$ cat src/rtl/puf_challenge_verifier.sv
// puf_challenge_verifier: issues a PUF challenge, times the oscillator window, captures and grades the response
// Ports:
//   clk, rst_n (async, active-high)      clock and reset
//   start, challenge, expected           request, challenge to issue, enrolled response
//   puf_resp                             raw PUF response (asynchronous to clk)
//   puf_sel, puf_ena, puf_clr            PUF challenge mux, oscillator enable, counter clear
//   busy, done                           operation in flight, one-cycle completion pulse
//   pass, err, hd, resp                  held result: HD within limit, unstable response, distance, captured value
module puf_challenge_verifier #(
  parameter int WINDOW = 64,
  parameter int SETTLE = 4,
  parameter int HD_MAX = 2
) (
  input  logic       clk,
  input  logic       rst_n,
  input  logic       start,
  input  logic [4:0] challenge,
  input  logic [7:0] expected,
  input  logic [7:0] puf_resp,
  output logic [4:0] puf_sel,
  output logic       puf_ena,
  output logic       puf_clr,
  output logic       busy,
  output logic       done,
  output logic       pass,
  output logic       err,
  output logic [3:0] hd,
  output logic [7:0] resp
);
  typedef enum logic [2:0] {S_IDLE, S_CLEAR, S_RUN, S_SETTLE, S_CAPTURE, S_DONE} state_t;
  localparam logic [15:0] WIN_M1 = 16'(WINDOW - 1);
  localparam logic [15:0] SET_M1 = 16'(SETTLE - 1);
  localparam logic [3:0]  HD_LIM = 4'(HD_MAX);
  state_t state, nxt;
  logic [15:0] cnt;
  logic [1:0]  retry;
  logic [7:0]  exp_q, s1, s2, s3;
  logic [3:0]  hd_now;
  assign hd_now = 4'($countones(s2 ^ exp_q));
  always_ff @(posedge clk or posedge rst_n)
    if (rst_n) state <= S_IDLE;
    else state <= nxt;
  always_comb begin
    nxt = state;
    puf_clr = 1'b0;
    puf_ena = 1'b0;
    busy = 1'b1;
    done = 1'b0;
    case (state)
      S_IDLE: begin
        busy = 1'b0;
        nxt = start ? S_CLEAR : S_IDLE;
      end
      S_CLEAR: begin
        puf_clr = 1'b1;
        nxt = (cnt == 16'd0) ? S_RUN : S_CLEAR;
      end
      S_RUN: begin
        puf_ena = 1'b1;
        nxt = (cnt == 16'd0) ? S_SETTLE : S_RUN;
      end
      S_SETTLE: nxt = (cnt == 16'd0) ? S_CAPTURE : S_SETTLE;
      S_CAPTURE: nxt = (s2 == s3 || retry == 2'd3) ? S_DONE : S_CAPTURE;
      S_DONE: begin
        busy = 1'b0;
        done = 1'b1;
        nxt = S_IDLE;
      end
      default: nxt = S_IDLE;
    endcase
  end
  always_ff @(posedge clk or posedge rst_n)
    if (rst_n) begin
      {s1, s2, s3} <= '0;
      cnt <= '0;
      retry <= '0;
      exp_q <= '0;
      puf_sel <= '0;
      pass <= 1'b0;
      err <= 1'b0;
      hd <= '0;
      resp <= '0;
    end else begin
      s1 <= puf_resp;
      s2 <= s1;
      s3 <= s2;
      // each timed phase reloads the shared down-counter on entry and leaves when it hits zero
      if (nxt != state) cnt <= (nxt == S_CLEAR) ? 16'd1 : (nxt == S_RUN) ? WIN_M1 : SET_M1;
      else if (cnt != 16'd0) cnt <= cnt - 16'd1;
      if (state == S_IDLE && start) begin
        puf_sel <= challenge;
        exp_q <= expected;
        retry <= '0;
        pass <= 1'b0;
        err <= 1'b0;
        hd <= '0;
        resp <= '0;
      end
      // s2 equal to s3 means the synchronized response held for two samples
      if (state == S_CAPTURE) begin
        if (s2 == s3) begin
          resp <= s2;
          hd <= hd_now;
          pass <= hd_now <= HD_LIM;
        end else if (retry == 2'd3) begin
          err <= 1'b1;
          pass <= 1'b0;
          resp <= s2;
          hd <= hd_now;
        end else retry <= retry + 2'd1;
      end
    end
endmodule

$ cat config.mk
export PLATFORM = sky130hd
export DESIGN_NAME = puf_challenge_verifier
export DESIGN_NICKNAME = d
export VERILOG_FILES = /design/src/rtl/puf_challenge_verifier.sv
export SDC_FILE = /design/constraint.sdc
export NUM_CORES = 1
export LEC_CHECK = 0
export BUFFER_PORTS_ARGS = -buffer_cell sky130_fd_sc_hd__buf_2
export CAP_MARGIN = 25
export CELL_PAD_IN_SITES_DETAIL_PLACEMENT = 2
export CELL_PAD_IN_SITES_GLOBAL_PLACEMENT = 2
export CORE_MARGIN = 10
export CORE_UTILIZATION = 33
export CTS_CLUSTER_SIZE = 28
export DETAILED_ROUTE_END_ITERATION = 8
export MAX_ROUTING_LAYER = met4
export PLACE_DENSITY_LB_ADDON = 0.1
export SYNTH_ARGS = -nofsm -noshare
export SYNTH_HDL_FRONTEND = slang
export SYNTH_SLANG_ARGS = --single-unit
$ cat constraint.sdc
create_clock -name clk -period 3.3 [get_ports clk]
set_clock_uncertainty 0.2 [all_clocks]
set_input_delay 0.99 -clock clk [delete_from_list [all_inputs] [get_ports clk]]
set_output_delay 0.99 -clock clk [all_outputs]
set_load 0.005 [all_outputs]
After elaboration in Yosys (flattened, before gate mapping)
Index checks and enable logic that the tools add are counted.
Widths: inputs -> output; s select.
{"block": "classes", "add_sub_neg": 9, "n_lt_le_gt_ge": 1, "eq_ne": 10, "muxes": 34, "bitwise": 1, "n_reduce_logical": 7}
{"op": "$mux 16", "count": 2}
{"op": "$mux 8", "count": 4}
{"op": "$logic_not 16->1", "count": 1}
{"op": "$mux 4", "count": 4}
{"op": "$reduce_bool 16->1", "count": 1}
{"op": "$sub 16x1->16 const B", "count": 1}
{"op": "$mux 1", "count": 15}
{"op": "$pmux 3 s5", "count": 1}
{"op": "$mux 6", "count": 2}
{"op": "$mux 2", "count": 5}
{"op": "$eq 3x2->1 const B", "count": 3}
{"op": "$add 1x1->2", "count": 4}
{"op": "$eq 8x8->1", "count": 1}
{"op": "$xor 8x8->8", "count": 1}
{"op": "$add 2x2->3", "count": 2}
{"op": "$eq 3x1->1 const B", "count": 2}
{"op": "$eq 3x3->1 const B", "count": 2}
{"op": "$add 3x3->4", "count": 1}
{"op": "$le 4x2->1 const B", "count": 1}
{"op": "$logic_not 3->1", "count": 1}
{"op": "$mux 3", "count": 1}
{"op": "$ne 3x3->1", "count": 1}
{"op": "$add 2x1->2 const B", "count": 1}
{"op": "$eq 2x2->1 const B", "count": 1}
{"op": "4 further kinds", "count": 4}
{"block": "word_totals", "register_bits": 72, "output_inout_bits": 23}

Longest topological paths before layout
{"block": "logic_depth", "word_depth": 8, "depth_mapped": 13, "mapped_depth_nobuf": 13}

Least setup slack after synthesis
No wires, ideal clock.
{"block": "synth_timing", "kind": "flip-flop to flip-flop", "startpoint": "register s2[0]", "endpoint": "register pass", "setup_ns": 0.132, "arrival_time_ns": 3.118, "slack_ns": -0.150, "path_stages_with_launch": 14, "n_path_buf": 0, "synth_period_minus_slack_ns": 3.450, "cell_sequence": "dfrtp_1 xor2_1 fa_1 fa_1 inv_1 fa_1 inv_1 ha_1 inv_1 fa_1 inv_1 a21oi_1 nand4_1 o21ai_0"}
{"block": "synth_via", "elab_chain_cells": 7, "word_cells_on_any_way": 8, "cone_classes": "3 x add/sub; 1 x order compare; 1 x eq/ne; 2 x mux; 1 x bitwise"}
{"item": "start, declared", "line_no": "37", "source": "logic [7:0] exp_q, s1, s2, s3;"}
{"item": "start signal, assigned", "line_no": "74", "source": "{s1, s2, s3} <= '0;"}
{"item": "start signal, assigned", "line_no": "85", "source": "s2 <= s1;"}
{"item": "$xor 8x8->8", "line_no": "39", "source": "assign hd_now = 4'($countones(s2 ^ exp_q));"}
{"item": "$add 1x1->2 (implied by the code)", "line_no": "39"}
{"item": "$add 2x2->3 (implied by the code)", "line_no": "39"}
{"item": "$add 3x3->4 (implied by the code)", "line_no": "39"}
{"item": "$le 4x2->1", "line_no": "104", "source": "pass <= hd_now <= HD_LIM;"}
{"item": "$mux 1 *", "line_no": "101", "source": "if (s2 == s3) begin"}
{"item": "$mux 1 *", "line_no": "100", "source": "if (state == S_CAPTURE) begin"}
{"item": "end signal, assigned", "line_no": "94", "source": "pass <= 1'b0;"}
{"item": "end signal, assigned", "line_no": "104"}
{"item": "end signal, assigned", "line_no": "107", "source": "pass <= 1'b0;"}
{"item": "end, declared", "line_no": "25", "source": "output logic pass,"}
Every way passes the cells marked *; elsewhere a longest branch is shown, timed or not.
A chain may end at the register's enable or synchronous reset.

Final worst setup path
{"block": "layout_timing", "startpoint": "register s2[1]", "endpoint": "register pass"}
The elaborated chain is that of the path after synthesis.

==> qor.json <==
{
  "clocking": {
    "cts-root-buf": "clkbuf_8",
    "cts_tree": "yes",
    "clock_sink_count": 72,
    "hold_fix_buffers_at_cts": 0,
    "clock_tree.buffer_depth": 2,
    "cts_htree_levels": 3,
    "postCtsSetupBuffers": 0,
    "clock_transition_at_path_regs_ns": 0.08,
    "cts-buffers-inserted": 9,
    "insertion_delay_ns": 0.35
  },
  "timing": {
    "final.setup.tns_ns": -0.274,
    "period_minus_slack_ns": 3.50,
    "finalSetupViolCount": 2,
    "report.final.slew_viol_count": 0,
    "fin_crit_sh": 1.06,
    "max_slew.worst_pin.slew_ns": 0.672,
    "grt_setup_unrepaired": "yes",
    "worst_slack_ns": -0.200,
    "timing.hold.ws_ns": 0.154,
    "max_freq_ghz": 0.286,
    "hold_viol_final": 0,
    "timing.max_slew.rel_slack": 0.552
  },
  "place": {
    "numPlacedInstances": 474,
    "dp_hpwl_um": 5620,
    "place_congestion": 0.744,
    "postPlaceCellArea_sq_um": 3650,
    "detailedPlace.worstSlack_ns": -0.275,
    "port_buffers": 46
  },
  "power": {
    "pwr-share-clk": 0.241,
    "ir_worst_vdd_v": 0.000271,
    "cellLeakagePower_nw": 1.84,
    "power.internal_mw": 1.86,
    "power_density_nw_per_um2": 749,
    "fin_total_pwr_mw": 2.90,
    "combinational_share_of_power": 0.344,
    "switching_power_mw": 1.04,
    "power.share.sequential": 0.415,
    "switching_share": 0.359
  },
  "final_layout": {
    "synthToLayoutAreaGrowth_pct": 18.8,
    "finish.cell_count_without_fillers": 489,
    "drive_above_1_share": 0.242,
    "design_area_sq_um": 3870,
    "n_antenna_cell": 0,
    "final_nets": 386,
    "final_util": 0.400
  },
  "route": {
    "routed_wl_um": 7990,
    "via_count": 2268,
    "drt.antenna.violating_nets": 0,
    "wl_per_cell_um": 16.3,
    "route.detailed.vias_per_inst": 4.64,
    "drt-pass1-iter-count": 4,
    "drc": 0,
    "dr.first_iter.drc_count": 84
  },
  "yosys": {
    "yosys_register_bits": 72,
    "synth.distinct_cells": 43,
    "synth_nets": 334,
    "ys.warnings.count": 0,
    "synth_enable_flop_cells": 0,
    "synth.yosys.seq_area_share": 0.553,
    "syn-instance-count": 300,
    "syn-cell-area_sq_um": 3260,
    "commonest_register_cell_after_synthesis": "dfrtp_1",
    "synth_area_per_cell_sq_um": 10.9,
    "ys_async_sr_fraction": 1.00
  },
  "critical_path": {
    "path_max_fanout": 2,
    "crit_type": "flop to flop",
    "setup.reg_to_reg.worst_slack_ns": -0.20,
    "critical_path.endpoint_type": "flop",
    "worst_reg_to_reg_path_cell_count": 13,
    "regToRegStartpoint": "s2[1]",
    "rr_endpoint": "pass",
    "critPathRequiredTime_ns": 3.38,
    "critical_path_arrival_ns": 3.58,
    "crit_path_start_kind": "flop"
  },
  "die": {
    "design.core.area_sq_um": 9680,
    "initial_utilization": 0.336,
    "floorplan.rows": 36,
    "die_height_um": 119,
    "boundaryPins": 47,
    "horizontal_die_dimension_um": 119,
    "floorplan.die_area_sq_um": 14200
  },
  "global_route": {
    "grt_max_degree": 73,
    "grt_antenna_before_repair": 0,
    "grt_most_used_layer": "met2",
    "met2_resource_use_gr": 0.179,
    "use_met3": 0.0269,
    "grt_overflow_total": 0,
    "grt_pass1_vias": 2596,
    "grt_first_pass_wirelength_um": 13300,
    "globalRouteMet1Util": 0.151,
    "globalRouteTotalUtil": 0.120
  },
  "min_path": {
    "holdPathEnd": "s2[7]",
    "hold_depth": 0,
    "worstHoldStart": "s1[7]",
    "holdCritPathClass": "flop to flop"
  },
  "run_status": {
    "violations": "setup timing",
    "outcome": "finished with violations"
  },
  "flow_run": {
    "maxCapViolations": 0
  }
}
## power by group through the flow
stage,logic (mW),registers (mW),clock network [mW]
floorplan,0.723,1.18,0
global placement,0.914,1.21,0
detailed placement,0.964,1.22,0
CTS,0.977,1.21,0.725
global route,1.17,1.23,0.759
finish,0.999,1.20,0.698
## sequential cells by signal, indices dropped and copies added, names as in the netlist
| signal | flops |
|---|---|
| state | 3 |
| cnt | 16 |
| resp | 8 |
| s2 | 8 |
| pass | 1 |
| s1 | 8 |
| exp_q | 8 |
| hd | 4 |
| s3 | 8 |
| retry | 2 |
| puf_sel | 5 |
| err | 1 |
## cells by family (layout without fill, tap and decap cells)
logic type / count (synthesis) / after routing / synth area share
AOI/OAI and AO/OA: 20 / 20 / 0.0430
adders and majority gates: 10 / 10 / 0.0476
and+or+nand+nor: 118 / 118 / 0.177
buffers and inverters: 32 / 88 / 0.0445
muxes: 15 / 15 / 0.0465
xor gates and xnor gates: 33 / 33 / 0.0887
DFF: 72 / 72 / 0.553
## cell type report
cell class                      count  area, sq um
Timing Repair Buffer               53          295
Multi-Input combinational cell    196         1340
Inverter                           20         75.1
Fill cell                        1075         5810
Clock buffer                        9          124
Sequential cell                    72         1800
Tap cell                          133          166
Clock inverter                      6         68.8
## cell usage after synthesis, types with 2 or more instances
library cell / n / area, sq um
dfrtp_1: 72 / 1800
nand2_1: 63 / 236
xnor2_1: 22 / 193
inv_1: 20 / 75.1
nor2_1: 16 / 60.1
mux2i_1: 14 / 140
xor2_1: 11 / 96.3
nor3_1: 7 / 35.0
ha_1: 6 / 75.1
o21ai_0: 6 / 30.0
buf_2: 5 / 25.0
clkbuf_1: 4 / 15.0
fa_1: 4 / 80.1
nand2b_1: 4 / 25.0
nor4_1: 4 / 25.0
a21oi_1: 3 / 15.0
nand4_1: 3 / 18.8
or3_1: 3 / 18.8
or4_1: 3 / 22.5
a211oi_1: 2 / 15.0
a21o_1: 2 / 15.0
nand3_1: 2 / 10.0
nor3b_1: 2 / 15.0
nor4b_1: 2 / 17.5
o31a_1: 2 / 17.5
## per-layer routing
metal	share of wire	up-vias	wire length, um
met2	0.46	42	3650
met4	0.016	0	131
met1	0.48	1142	3850
met5	0	-	0
li1	-	1074	-
met3	0.043	10	345
## what timing repair did
action                                  CTS  global route
pin swaps                                 5             1
endpoints found under the setup margin    3             3
gates resized for setup                   1             3
gates cloned                              0             0
## worst max-delay path: stages, from the launching register on
cell	delay [ns]
dfrtp_1	0.41
xor2_2	0.19
fa_1	0.49
fa_1	0.49
inv_1	0.05
fa_1	0.43
inv_1	0.07
ha_2	0.18
inv_2	0.04
fa_1	0.49
inv_1	0.05
a21oi_2	0.11
nand4_1	0.11
o21ai_1	0.11
## placed cells by master, fill, tap and decap left out, drive strengths merged, types with 3 or more instances in the layout
cell | netlist | routed
nor2 | 17 | 17
inv | 20 | 21
a21oi | 3 | 3
nor3 | 7 | 7
ha | 6 | 6
fa | 4 | 4
nand4 | 3 | 3
or4 | 3 | 3
nand2b | 4 | 4
mux2i | 14 | 14
buf | 8 | 53
or3 | 3 | 3
a211oi | 3 | 3
o21ai | 7 | 7
clkbuf | 4 | 9
xnor2 | 22 | 22
nand2 | 64 | 64
dfrtp | 72 | 72
xor2 | 11 | 11
nor4 | 6 | 6
clkinv | 0 | 3
## worst max path at each step
stage	from	endpoint	depth (start not counted)
floorplan	s2[3]	pass	13
global placement	s2[3]	pass	13
detailed placement	exp_q[0]	pass	13
CTS	s2[0]	pass	13
global route	s2[1]	pass	13
finish	s2[1]	pass	13
No activity file was read; power rests on OpenSTA's default activity.
